### src/rtl/rc4_pkg.sv
// Shared types for the RC4 sequencer: FSM states, byte type, S-box depth.
package rc4_pkg;
   localparam int SBOX_DEPTH = 256;

   typedef logic [7:0] byte_t;

   typedef enum logic [3:0] {
      IDLE,
      INIT,
      KSA_RD,
      KSA_WR,
      PG_RD,
      PG_WR,
      PG_OUT,
      PG_HOLD,
      DONE
   } state_e;
endpackage

### src/rtl/rc4_ctrl_if.sv
// Keystream valid/ready stream between the sequencer and the XOR stage.
interface rc4_ctrl_if;
   import rc4_pkg::*;

   byte_t ks_data;
   logic  ks_valid;
   logic  ks_ready;

   modport master (
      output ks_data,
      output ks_valid,
      input  ks_ready
   );

   modport slave (
      input  ks_data,
      input  ks_valid,
      output ks_ready
   );
endinterface

### src/rtl/rc4_key_regs.sv
// Key byte register file: one write port, combinational read at kidx.
module rc4_key_regs
   import rc4_pkg::*;
#(
   parameter int KEY_MAX = 32
) (
   input  logic                       clk,
   input  logic                       we,
   input  logic [$clog2(KEY_MAX)-1:0] waddr,
   input  byte_t                      wdata,
   input  logic [$clog2(KEY_MAX)-1:0] raddr,
   output byte_t                      rdata
);
   byte_t key_q [KEY_MAX];

   // Key bytes survive reset so a session can be restarted without reloading.
   always_ff @(posedge clk) begin
      if (we) key_q[waddr] <= wdata;
   end

   assign rdata = key_q[raddr];
endmodule

### src/rtl/rc4_ctrl.sv
// RC4 sequencer: S-box identity init, 256-step KSA, then PRGA keystream out.
module rc4_ctrl
   import rc4_pkg::*;
#(
   parameter int KEY_MAX = 32,
   parameter int LEN_W   = 16
) (
   input  logic                       clk,
   input  logic                       rst,
   input  logic                       start,
   input  logic [$clog2(KEY_MAX):0]   key_len,
   input  logic                       key_we,
   input  logic [$clog2(KEY_MAX)-1:0] key_waddr,
   input  byte_t                      key_wdata,
   input  logic [LEN_W-1:0]           msg_len,
   rc4_ctrl_if.master                 ks,
   output logic                       busy,
   output logic                       done,
   output logic                       ram_rst_n,
   output logic                       ram_wen,
   output byte_t                      ram_raddr_1,
   output byte_t                      ram_waddr_2,
   output byte_t                      ram_wdata_2,
   output byte_t                      ram_addr_3,
   output byte_t                      ram_wdata_3,
   input  byte_t                      ram_rdata_1,
   input  byte_t                      ram_rdata_3
);
   localparam int KW = $clog2(KEY_MAX);
   localparam byte_t I_LAST = 8'(SBOX_DEPTH - 1);

   state_e state_q, state_d;
   byte_t i_q, i_d, j_q, j_d;
   byte_t si_q, si_d, sj_q, sj_d;
   byte_t ks_data_q, ks_data_d;
   logic ks_valid_q, ks_valid_d;
   logic busy_q, busy_d, done_q, done_d;
   logic [KW-1:0] kidx_q, kidx_d;
   logic [KW:0] klen_q, klen_d, klen_clamp;
   logic [LEN_W-1:0] cnt_q, cnt_d, mlen_q, mlen_d;
   byte_t key_byte, i_nxt;

   rc4_key_regs #(.KEY_MAX(KEY_MAX)) u_key (
      .clk   (clk),
      .we    (key_we && !busy_q),
      .waddr (key_waddr),
      .wdata (key_wdata),
      .raddr (kidx_q),
      .rdata (key_byte)
   );

   assign klen_clamp = (key_len == '0) ? (KW+1)'(1) :
                       (key_len > (KW+1)'(KEY_MAX)) ? (KW+1)'(KEY_MAX) :
                       key_len;
   assign i_nxt = i_q + 8'd1;

   always_comb begin
      state_d = state_q;
      i_d = i_q;
      j_d = j_q;
      si_d = si_q;
      sj_d = sj_q;
      kidx_d = kidx_q;
      klen_d = klen_q;
      cnt_d = cnt_q;
      mlen_d = mlen_q;
      ks_data_d = ks_data_q;
      ks_valid_d = ks_valid_q;
      busy_d = busy_q;
      done_d = 1'b0;
      ram_rst_n = 1'b1;
      ram_wen = 1'b0;
      ram_raddr_1 = '0;
      ram_waddr_2 = '0;
      ram_wdata_2 = '0;
      ram_addr_3 = '0;
      ram_wdata_3 = '0;
      unique case (state_q)
         IDLE: begin
            if (start) begin
               klen_d = klen_clamp;
               mlen_d = msg_len;
               busy_d = 1'b1;
               state_d = INIT;
            end
         end
         INIT: begin
            ram_rst_n = 1'b0;
            i_d = '0;
            j_d = '0;
            kidx_d = '0;
            cnt_d = '0;
            state_d = KSA_RD;
         end
         KSA_RD: begin
            ram_raddr_1 = i_q;
            si_d = ram_rdata_1;
            j_d = j_q + ram_rdata_1 + key_byte;
            state_d = KSA_WR;
         end
         KSA_WR: begin
            ram_addr_3 = j_q;
            ram_waddr_2 = i_q;
            ram_wdata_2 = ram_rdata_3;
            ram_wdata_3 = si_q;
            ram_wen = 1'b1;
            // Key index wraps by compare so no modulo divider is needed.
            kidx_d = (kidx_q == KW'(klen_q - (KW+1)'(1))) ? '0 : kidx_q + KW'(1);
            if (i_q == I_LAST) begin
               i_d = '0;
               j_d = '0;
               state_d = (mlen_q == '0) ? DONE : PG_RD;
            end else begin
               i_d = i_nxt;
               state_d = KSA_RD;
            end
         end
         PG_RD: begin
            ram_raddr_1 = i_nxt;
            i_d = i_nxt;
            si_d = ram_rdata_1;
            j_d = j_q + ram_rdata_1;
            state_d = PG_WR;
         end
         PG_WR: begin
            ram_addr_3 = j_q;
            sj_d = ram_rdata_3;
            ram_waddr_2 = i_q;
            ram_wdata_2 = ram_rdata_3;
            ram_wdata_3 = si_q;
            ram_wen = 1'b1;
            state_d = PG_OUT;
         end
         PG_OUT: begin
            ram_raddr_1 = si_q + sj_q;
            ks_data_d = ram_rdata_1;
            ks_valid_d = 1'b1;
            state_d = PG_HOLD;
         end
         PG_HOLD: begin
            if (ks.ks_ready) begin
               ks_valid_d = 1'b0;
               cnt_d = cnt_q + LEN_W'(1);
               state_d = (cnt_d == mlen_q) ? DONE : PG_RD;
            end
         end
         DONE: begin
            done_d = 1'b1;
            busy_d = 1'b0;
            state_d = IDLE;
         end
         default: state_d = IDLE;
      endcase
   end

   always_ff @(posedge clk) begin
      if (rst) begin
         state_q <= IDLE;
         i_q <= '0;
         j_q <= '0;
         si_q <= '0;
         sj_q <= '0;
         kidx_q <= '0;
         klen_q <= '0;
         cnt_q <= '0;
         mlen_q <= '0;
         ks_data_q <= '0;
         ks_valid_q <= 1'b0;
         busy_q <= 1'b0;
         done_q <= 1'b0;
      end else begin
         state_q <= state_d;
         i_q <= i_d;
         j_q <= j_d;
         si_q <= si_d;
         sj_q <= sj_d;
         kidx_q <= kidx_d;
         klen_q <= klen_d;
         cnt_q <= cnt_d;
         mlen_q <= mlen_d;
         ks_data_q <= ks_data_d;
         ks_valid_q <= ks_valid_d;
         busy_q <= busy_d;
         done_q <= done_d;
      end
   end

   assign ks.ks_data = ks_data_q;
   assign ks.ks_valid = ks_valid_q;
   assign busy = busy_q;
   assign done = done_q;
endmodule
### src/flat_wrapper.sv
// flat-port wrapper written by rule: the top's interface ports become plain ports
module rc4_ctrl_flat import rc4_pkg::*;
#(
   parameter int KEY_MAX = 32,
   parameter int LEN_W   = 16
)
  (clk, rst, start, key_len, key_we, key_waddr, key_wdata, msg_len, busy, done, ram_rst_n, ram_wen, ram_raddr_1, ram_waddr_2, ram_wdata_2, ram_addr_3, ram_wdata_3, ram_rdata_1, ram_rdata_3, ks_ks_data, ks_ks_valid, ks_ks_ready);
  rc4_ctrl_if ks_i ();
  input  logic clk;
  input  logic rst;
  input  logic start;
  input  logic [$clog2(KEY_MAX):0] key_len;
  input  logic key_we;
  input  logic [$clog2(KEY_MAX)-1:0] key_waddr;
  input  byte_t key_wdata;
  input  logic [LEN_W-1:0] msg_len;
  output logic busy;
  output logic done;
  output logic ram_rst_n;
  output logic ram_wen;
  output byte_t ram_raddr_1;
  output byte_t ram_waddr_2;
  output byte_t ram_wdata_2;
  output byte_t ram_addr_3;
  output byte_t ram_wdata_3;
  input  byte_t ram_rdata_1;
  input  byte_t ram_rdata_3;
  output wire logic [$bits(ks_i.ks_data)-1:0] ks_ks_data;
  output wire logic [$bits(ks_i.ks_valid)-1:0] ks_ks_valid;
  input wire logic [$bits(ks_i.ks_ready)-1:0] ks_ks_ready;
  assign ks_ks_data = ks_i.ks_data;
  assign ks_ks_valid = ks_i.ks_valid;
  assign ks_i.ks_ready = ks_ks_ready;
  rc4_ctrl #(.KEY_MAX(KEY_MAX), .LEN_W(LEN_W)) u_core (.clk(clk), .rst(rst), .start(start), .key_len(key_len), .key_we(key_we), .key_waddr(key_waddr), .key_wdata(key_wdata), .msg_len(msg_len), .ks(ks_i), .busy(busy), .done(done), .ram_rst_n(ram_rst_n), .ram_wen(ram_wen), .ram_raddr_1(ram_raddr_1), .ram_waddr_2(ram_waddr_2), .ram_wdata_2(ram_wdata_2), .ram_addr_3(ram_addr_3), .ram_wdata_3(ram_wdata_3), .ram_rdata_1(ram_rdata_1), .ram_rdata_3(ram_rdata_3));
endmodule
### config.mk
export PLATFORM = sky130hd
export DESIGN_NAME = rc4_ctrl_flat
export DESIGN_NICKNAME = d
export VERILOG_FILES = /design/src/rtl/rc4_pkg.sv /design/src/rtl/rc4_ctrl_if.sv /design/src/rtl/rc4_key_regs.sv /design/src/rtl/rc4_ctrl.sv /design/src/flat_wrapper.sv
export SDC_FILE = /design/constraint.sdc
export NUM_CORES = 1
export LEC_CHECK = 0
export CAP_MARGIN = 0
export CORE_ASPECT_RATIO = 0.6
export CORE_MARGIN = 3
export CORE_UTILIZATION = 60
export CTS_CLUSTER_SIZE = 40
export DETAILED_ROUTE_END_ITERATION = 6
export PLACE_DENSITY = 0.86
export SYNTH_ARGS = -nofsm -noshare
export SYNTH_HDL_FRONTEND = slang
export SYNTH_SLANG_ARGS = --single-unit
### constraint.sdc
create_clock -name clk -period 7.5 [get_ports clk]
set_clock_uncertainty 0.05 [all_clocks]
set_input_delay 1.5 -clock clk [delete_from_list [all_inputs] [get_ports clk]]
set_output_delay 1.5 -clock clk [all_outputs]
set_load 0.1 [all_outputs]
==> impl_metrics.tcl, run 1 <==
set metrics [dict create \
    critical_path_required_ps 5950 \
    synth_top_cell_area_share 0.498 \
    cts.sinks 350 \
    multi_input_area_um2 5540 \
    cts_resized 0 \
    nets 1321 \
    drtPass1Iterations 7 \
    seqPwrFrac 0.532 \
    grt_pass1_wl_mm 58.2 \
    worst_setup_path_end_kind "output pin" \
    final.setup.tns_ps 0 \
    drc 9 \
    root_buffer "clkbuf_16" \
    path_clk_slew_ps 70 \
    grt_max_degree 91 \
    worst_pin_slew_ps 1370 \
    ir_drop_uv 166 \
    grt_overflow 0 \
    syn_area_um2 15400 \
    yosys_warnings 0 \
    path_max_fanout 33 \
    yosysMostFrequentCell "edfxtp_1" \
    cts_hold_buffers 0 \
    dpl_cell_area_um2 16700 \
    relSlewSlack 0.0865 \
    totalWireLength_mm 38.5 \
    synth_nets 1228 \
    synth-edff-count 256 \
    track_usage 0.280 \
    setup_violations 0 \
    initial_utilization 0.624 \
    critPathLaunchType "register" \
    die_h_um 130 \
    portBuffers 108 \
    grt_pass1_vias 9647 \
    hold_class "register to register" \
    rsz0062_at_grt "false" \
    synth.distinct_cells 60 \
    fp.dieW_um 213 \
    rows 44 \
    nFillCells 1507 \
    vias 10300 \
    via_per_inst 6.50 \
    slew_violations 0 \
    cts_made_buffers 30 \
    seq_area_frac_synth 0.620 \
    cts_tree "done" \
    grt_antenna_before_repair 1 \
    synth_flop_cell "edfxtp_1" \
    min_period_over_period 0.730 \
    clkPwrFrac 0.380 \
    final_antenna_net_count 0 \
    seqCellArea_um2 9570 \
    drive_above_1_share 0.116 \
    yosys_register_bits 350 \
    cts_setup_buffers 0 \
    internal_power_mw 3.08 \
    violations "DRC" \
    synthCells 1144 \
    power_frac_comb 0.089 \
    ctsLongestPathBuffers 3 \
    async_reset_ff_frac 0 \
    syn2layout_area_growth_pct 14.7 \
    clk_latency_ps 580 \
    status "finished, violations left" \
    core_region_area_um2 24700 \
    die-area_um2 27700 \
    ioPinCount 109 \
    syn_area_per_cell_um2 13.5 \
    maxCapViolCount 0 \
    post-dp-hpwl_mm 25.1 \
    fmax_mhz 183 \
    wl_per_cell_um 24.4 \
    synth_top_cells_by_count "edfxtp_1, nor2_1, nand2_1, dfxtp_1, a21oi_1" \
    worst_ep_arrival_time_ps 3930 \
    p_switching_mw 0.941 \
    drt_iter0_drc 1490 \
    cts_max_level 1 \
    leakage_nw 5.77 \
    gp_congestion 0.878 \
    synth.area.top_cells "edfxtp_1, dfxtp_1, mux4_2, nor2_1, a21oi_1" \
    synth_top_area_cell "edfxtp_1" \
    final_area_um2 17700 \
    path_class "register to output pin" \
    powerDensity_nw_per_um2 227 \
    switching_share 0.234 \
    fin_crit_ps 5480 \
    finalHoldViolCount 0 \
]
placed cells by master, fill, tap and decap left out, types with 3 or more instances in the layout:
master and instances:
edfxtp_1 256, nor2_1 112, clkdlybuf4s50_1 107, nand2_1 102, dfxtp_1 92, a21oi_1 83
mux4_2 74, nor2b_1 41, o21ai_0 40, xnor2_1 35, clkbuf_16 30, nor3_1 25
ha_1 25, inv_1 20, nand3_1 20, xor2_1 18, mux2i_1 17, a22oi_1 11
nand3b_1 10, nor4_1 10, buf_4 10, clkinv_1 9, and3_1 8, or3_1 8
mux2_2 7, nand2b_1 7, a211oi_1 5, clkinv_2 5, a21o_1 4, o21bai_1 3
a222oi_1 3, nor3b_1 3, and4_1 3, nand4_1 3, a311oi_1 3, o211ai_1 3
a221oi_1 3, fa_1 3, bufinv_16 3
metrics by stage:
step | hold slack [ps] | worst slack [ps] | total power, mW | std cells | utilization
3_5_place_dp | 398 | 2670 | 2.52 | 1527 | 0.677
4_1_cts | 407 | 2080 | 4.02 | 1579 | 0.716
2_1_floorplan | 391 | 2330 | 2.39 | 1144 | -
6_report | 403 | 2020 | 4.02 | 1580 | 0.716
3_3_place_gp | 393 | 2710 | 2.51 | 1527 | 0.677
5_1_grt | 419 | 1790 | 4.13 | 1579 | 0.716
cell families (layout without fill, tap and decap cells):
logic type,count (synthesis),count (layout),synth area share
compound gates,174,174,0.0669
xor+xnor,53,53,0.0301
fa+ha+maj,28,28,0.0242
buf+inv,77,190,0.0212
flops,350,350,0.620
mux,98,98,0.124
other cells,0,1,0
simple gates,364,364,0.113
final timing paths:
check / startpoint / end / slack [ps] / depth (start not counted)
worst max-delay path: u_core.state_q[3]$_SDFFE_PP0P_ / ram_addr_3[6] / 2020 / 6
worst min-delay path: u_core.ks.ks_data[6]$_SDFFE_PP0P_ / u_core.ks.ks_data[6]$_SDFFE_PP0P_ / 400 / 2
worst max register to register: register / u_core.j_q[7]$_SDFFE_PP0P_ / 2830 / 13
worst min register to register: u_core.ks.ks_data[6]$_SDFFE_PP0P_ / u_core.ks.ks_data[6]$_SDFFE_PP0P_ / 400 / 2
power groups by stage:
stage	clock network, mW	registers (mW)	logic, mW
6_report	1.53	2.14	0.356
5_1_grt	1.61	2.14	0.383
4_1_cts	1.53	2.14	0.349
3_5_place_dp	0	2.18	0.345
3_3_place_gp	0	2.18	0.331
2_1_floorplan	0	2.16	0.230
sequential cells by signal, summed over array words and instances, names as in the netlist, named ones only:
register,cells
u_core.mlen_q,16
u_core.cnt_q,16
u_core.ks.ks_valid,1
u_core.done,1
u_core.u_key.key_q,256
u_core.state_q,4
u_core.si_q,8
u_core.busy,1
u_core.i_q,8
u_core.j_q,8
u_core.klen_q,5
u_core.ks.ks_data,8
u_core.kidx_q,5
u_core.sj_q,8
critical path, cell delays in order, from the launching register on:
cell	delay, ps
dfxtp_1	580
nand2b_1	300
nor3b_1	110
buf_4	220
nor2_2	950
nor2b_1	140
clkdlybuf4s50_1	1020
area by class of cell:
class                      instances  share of cell area
multi-input combinational        717               0.313
sequential                       350               0.541
timing repair buffer             118              0.0651
clock inverter                    21              0.0110
clock buffer                      31              0.0426
antenna                            1            0.000141
inverter                          20             0.00424
tap                              322              0.0228
routing by layer:
metal / part of all wire / global-route usage
met5: 0 / 0
met4: 0.021 / 0.0645
met3: 0.13 / 0.0798
met2: 0.43 / 0.396
met1: 0.41 / 0.436
No activity file was read; power rests on OpenSTA's default activity.
==> inputs of run 2 (changes only) <==
--- a/config.mk
+++ b/config.mk
@@ -8,10 +8,10 @@
 export CAP_MARGIN = 0
 export CORE_ASPECT_RATIO = 0.6
 export CORE_MARGIN = 3
-export CORE_UTILIZATION = 60
+export CORE_UTILIZATION = 53
 export CTS_CLUSTER_SIZE = 40
 export DETAILED_ROUTE_END_ITERATION = 6
-export PLACE_DENSITY = 0.86
+export PLACE_DENSITY = 0.81
 export SYNTH_ARGS = -nofsm -noshare
 export SYNTH_HDL_FRONTEND = slang
 export SYNTH_SLANG_ARGS = --single-unit
==> constraint.sdc (replaced) <==
create_clock -name clk -period 4.5 [get_ports clk]
set_clock_uncertainty 0.05 [all_clocks]
set_input_delay 0.9 -clock clk [delete_from_list [all_inputs] [get_ports clk]]
set_output_delay 0.9 -clock clk [all_outputs]
set_load 0.1 [all_outputs]
==> run 2 against run 1 <==
Against the previous run:
- largest power group unchanged
- total power grew 67%
- critical path depth grew 8
- the run now ends clean
- worst hold slack is essentially flat
- critical endpoint is now u_core.j_q[6]$_SDFFE_PP0P_
- non-clock buffer count grew 6
==> impl_metrics.tcl, run 2 (synthesis gave the netlist of run 1 again) <==
set metrics [dict create \
    status "finished clean" \
    grt_max_degree 54 \
    powerDensity_nw_per_um2 374 \
    drive_above_1_share 0.159 \
    fmax_mhz 246 \
    maxCapViolCount 0 \
    vias 10200 \
    grt_overflow 0 \
    grt_antenna_before_repair 2 \
    rsz0062_at_grt "false" \
    ir_drop_uv 256 \
    clk_latency_ps 570 \
    top_regs "u_core.u_key.key_q x256, u_core.cnt_q x16, u_core.mlen_q x16" \
    worst_ep_arrival_time_ps 4430 \
    track_usage 0.242 \
    top_register "u_core.u_key.key_q" \
    largest_register_ff_count 256 \
    worst_pin_slew_ps 1350 \
    leakage_nw 5.96 \
    layout_common_cells "edfxtp_1, nor2_1, nand2_1" \
    setup_violations 0 \
    core_region_area_um2 28100 \
    cts_made_buffers 31 \
    die-area_um2 31300 \
    fp.dieW_um 226 \
    root_buffer "clkbuf_16" \
    cts.sinks 350 \
    rows 47 \
    critical_path_required_ps 4870 \
    nFillCells 2024 \
    final_cells 1637 \
    drt_iter0_drc 1388 \
    hold_depth 2 \
    via_per_inst 6.20 \
    grt_pass1_vias 9752 \
    finalHoldViolCount 0 \
    die_h_um 138 \
    worst_setup_path_end_kind "register" \
    ctsLongestPathBuffers 3 \
    path_clk_slew_ps 70 \
    final_antenna_net_count 0 \
    slew_violations 0 \
    cts_hold_buffers 0 \
    hold_class "register to register" \
    final.setup.tns_ps 0 \
    grtUsageMet1 0.388 \
    met3_usage 0.0674 \
    initial_utilization 0.549 \
    final_common_cell "edfxtp_1" \
    portBuffers 108 \
    totalWireLength_mm 37.8 \
    cts_resized 0 \
    min_period_over_period 0.902 \
    grt_pass1_wl_mm 58.4 \
    grt-busiest-layer "met1" \
    drtPass1Iterations 6 \
    syn2layout_area_growth_pct 16.3 \
    fin_crit_ps 4060 \
    worstRegToRegCells 14 \
    path_class "register to register" \
    cts_max_level 1 \
    drc 0 \
    wl_per_cell_um 23.1 \
    cts_setup_buffers 0 \
    path_max_fanout 44 \
    cts_tree "done" \
    postLayoutCoreUtil 0.638 \
    grtUsageMet2 0.332 \
    post-dp-hpwl_mm 25.5 \
    critPathLaunchType "register" \
    gp_congestion 0.881 \
    dp.cells 1578 \
    relSlewSlack 0.0943 \
    ioPinCount 109 \
    nets 1328 \
]
## run 2: critical path, cell delays in order (launching register included)
cell,delay (ps)
dfxtp_4,570
buf_12,360
mux4_2,580
mux4_2,490
mux2_2,290
ha_1,220
inv_1,70
fa_1,210
nor2b_1,50
o21ai_0,190
a21boi_0,150
o21ai_0,220
a211oi_1,100
a211oi_1,220
a21oi_1,90
## run 2: final timing paths
check | start | endpoint | slack [ps]
setup / recovery | register | u_core.j_q[6]$_SDFFE_PP0P_ | 440
hold / removal | u_core.ks.ks_data[6]$_SDFFE_PP0P_ | u_core.ks.ks_data[6]$_SDFFE_PP0P_ | 400
setup reg to reg | register | u_core.j_q[6]$_SDFFE_PP0P_ | 440
hold reg to reg | u_core.ks.ks_data[6]$_SDFFE_PP0P_ | u_core.ks.ks_data[6]$_SDFFE_PP0P_ | 400
## run 2: per-layer routing
layer	wire [um]	vias to the layer above
li1	-	4517
met1	16700	5018
met2	16000	564
met3	4410	55
met4	593	2
met5	17	-
## run 2: power by group
group / leakage [nW] / switching [mW] / internal [mW]
Combinational: 2.39 / 0.352 / 0.243
Clock: 0.493 / 1.16 / 1.41
Sequential: 3.07 / 0.0486 / 3.50
## run 2: per-stage QoR
| step | cell area, um2 | setup slack [ps] | hold slack [ps] | power [mW] |
|---|---|---|---|---|
| floorplan | 15400 | 125 | 391 | 3.99 |
| detailed placement | 17000 | 352 | 398 | 4.21 |
| CTS | 17900 | 432 | 407 | 6.74 |
| global route | 17900 | 184 | 431 | 6.93 |
| global placement | 17000 | 449 | 396 | 4.19 |
| finish | 17900 | 442 | 403 | 6.72 |
## run 2: area by class of cell
type	instances	area (um2)	area share
Clock buffer	44	907	0.0506
Sequential cell	350	9570	0.534
Timing Repair Buffer	124	1310	0.0728
Inverter	20	75.1	0.00418
Tap cell	367	459	0.0256
Multi-Input combinational cell	717	5540	0.309
Antenna cell	1	2.50	0.000139
Clock inverter	14	81.3	0.00453
==> inputs of run 3 (changes only) <==
--- a/config.mk
+++ b/config.mk
@@ -9,9 +9,10 @@
 export CORE_ASPECT_RATIO = 0.6
 export CORE_MARGIN = 3
 export CORE_UTILIZATION = 53
+export CTS_BUF_LIST = sky130_fd_sc_hd__clkbuf_4 sky130_fd_sc_hd__clkbuf_8 sky130_fd_sc_hd__clkbuf_16
 export CTS_CLUSTER_SIZE = 40
 export DETAILED_ROUTE_END_ITERATION = 6
-export PLACE_DENSITY = 0.81
+export PLACE_DENSITY = 0.76
 export SYNTH_ARGS = -nofsm -noshare
 export SYNTH_HDL_FRONTEND = slang
 export SYNTH_SLANG_ARGS = --single-unit
==> run 3 against run 2 <==
Against the previous run:
- die area stayed put
- critical path depth is 9 lower
- final area is 0.18% lower
- sequential cell count stayed put
- highest routed layer is now met4
- maximum frequency hardly changed
==> impl_metrics.tcl, run 3 (synthesis gave the netlist of run 1 again) <==
set metrics [dict create \
    final_common_cell "edfxtp_1" \
    min_period_over_period 0.902 \
    path_max_fanout 11 \
    dpl_cell_area_um2 16800 \
    hold_class "register to register" \
    largest_register_ff_count 256 \
    cts_resized 0 \
    ctsLongestPathBuffers 3 \
    layout_common_cells "edfxtp_1, nor2_1, nand2_1" \
    final_area_um2 17900 \
    relSlewSlack 0.158 \
    drc 0 \
    path_clk_slew_ps 70 \
    p_switching_mw 1.55 \
    rsz0062_at_grt "false" \
    crit_slowest_cell "clkdlybuf4s50_1" \
    finalHoldViolCount 0 \
    drive_above_1_share 0.168 \
    top_register "u_core.u_key.key_q" \
    drtPass1Iterations 5 \
    track_usage 0.235 \
    ioPinCount 109 \
    cts_tree "done" \
    maxCapViolCount 0 \
    drt_iter0_drc 1041 \
    worst_ep_arrival_time_ps 3110 \
    path_cells "nor2_1 -> nand2_1 -> nor2_1 -> inv_1 -> clkdlybuf4s50_1" \
    ir_drop_uv 261 \
    wl_per_cell_um 22.4 \
    worst_pin_slew_ps 1260 \
    leakage_nw 5.99 \
    seqPwrFrac 0.508 \
    initial_utilization 0.549 \
    p_total_mw 6.99 \
    cts_setup_buffers 0 \
    cts_made_buffers 31 \
    powerDensity_nw_per_um2 390 \
    root_buffer "clkbuf_16" \
    power_frac_comb 0.085 \
    layout_setup_ws_ps 442 \
    grt_antenna_before_repair 1 \
    fp.dieW_um 226 \
    critPathLaunchType "register" \
    die_h_um 138 \
    status "finished clean" \
    die-area_um2 31300 \
    vias 9975 \
    gp_congestion 0.875 \
    cts_max_level 1 \
    fin_crit_ps 4060 \
    grt_pass1_vias 9295 \
    setup_violations 0 \
    worst_setup_path_end_kind "output pin" \
    core_region_area_um2 28100 \
    grt_pass1_wl_mm 56.1 \
    totalWireLength_mm 36.8 \
    cts.sinks 350 \
    post-dp-hpwl_mm 24.9 \
    critical_path_required_ps 3550 \
    r2r_setup_slack_ps 510 \
    rows 47 \
    fmax_mhz 246 \
    slew_violations 0 \
    internal_power_mw 5.44 \
    top_regs "u_core.u_key.key_q x256, u_core.cnt_q x16, u_core.mlen_q x16" \
    clk_latency_ps 570 \
    path_class "register to output pin" \
    cpMostUsedCell "nor2_1" \
    antennaDiodeCount 0 \
    cts_hold_buffers 0 \
    portBuffers 108 \
    grt_overflow 0 \
    via_per_inst 6.08 \
    final_antenna_net_count 0 \
    grt_max_degree 50 \
    preCtsSetupSlack_ps 295 \
    final.setup.tns_ps 0 \
    syn2layout_area_growth_pct 16.1 \
    nets 1333 \
    slowest_delay_ps 970 \
    clkPwrFrac 0.407 \
    switching_share 0.222 \
]
run 3: layer usage:
| metal | wire length, um | global-route usage | vias up |
|---|---|---|---|
| met5 | 0 | 0 | - |
| met4 | 480 | 0.0362 | 0 |
| met3 | 4080 | 0.0769 | 42 |
| met2 | 15100 | 0.309 | 422 |
| met1 | 17100 | 0.385 | 4988 |
| li1 | - | - | 4523 |
run 3: final cells by class:
type                            count  area, um2
Inverter                           20       75.1
Fill cell                        2059      10200
Clock buffer                       45        912
Multi-Input combinational cell    717       5540
Tap cell                          367        459
Clock inverter                     13        196
Sequential cell                   350       9570
Timing Repair Buffer              129       1160
run 3: per-stage QoR:
stage / std cells / hold slack, ps / utilization
after detailed placement: 1583 / 398 / 0.598
after CTS: 1641 / 411 / 0.637
after global routing: 1641 / 435 / 0.637
final: 1641 / 409 / 0.637
after global placement: 1583 / 393 / 0.598
after floorplan: 1144 / 391 / -
run 3: critical path, delay by kind of cell, from the launching register on:
family / cells / cell delay [ps]
simple gates: 3 / 1060
buf+inv: 2 / 1050
flops: 1 / 420
run 3: final timing paths:
path / from / end / cells past startpoint
setup / recovery: u_core.state_q[3]$_SDFFE_PP0P_ / ram_rst_n / 5
hold reg to reg: u_core.ks.ks_data[0]$_SDFFE_PP0P_ / u_core.ks.ks_data[0]$_SDFFE_PP0P_ / 2
setup reg to reg: register / u_core.j_q[6]$_SDFFE_PP0P_ / 14
hold / removal: u_core.ks.ks_data[0]$_SDFFE_PP0P_ / u_core.ks.ks_data[0]$_SDFFE_PP0P_ / 2
run 3: power groups by stage:
stage / Sequential [mW] / Clock (mW) / Combinational (mW)
floorplan: 3.60 / 0 / 0.383
CTS: 3.55 / 2.87 / 0.589
finish: 3.55 / 2.85 / 0.591
detailed placement: 3.62 / 0 / 0.585
global placement: 3.62 / 0 / 0.575
global route: 3.55 / 3.02 / 0.643
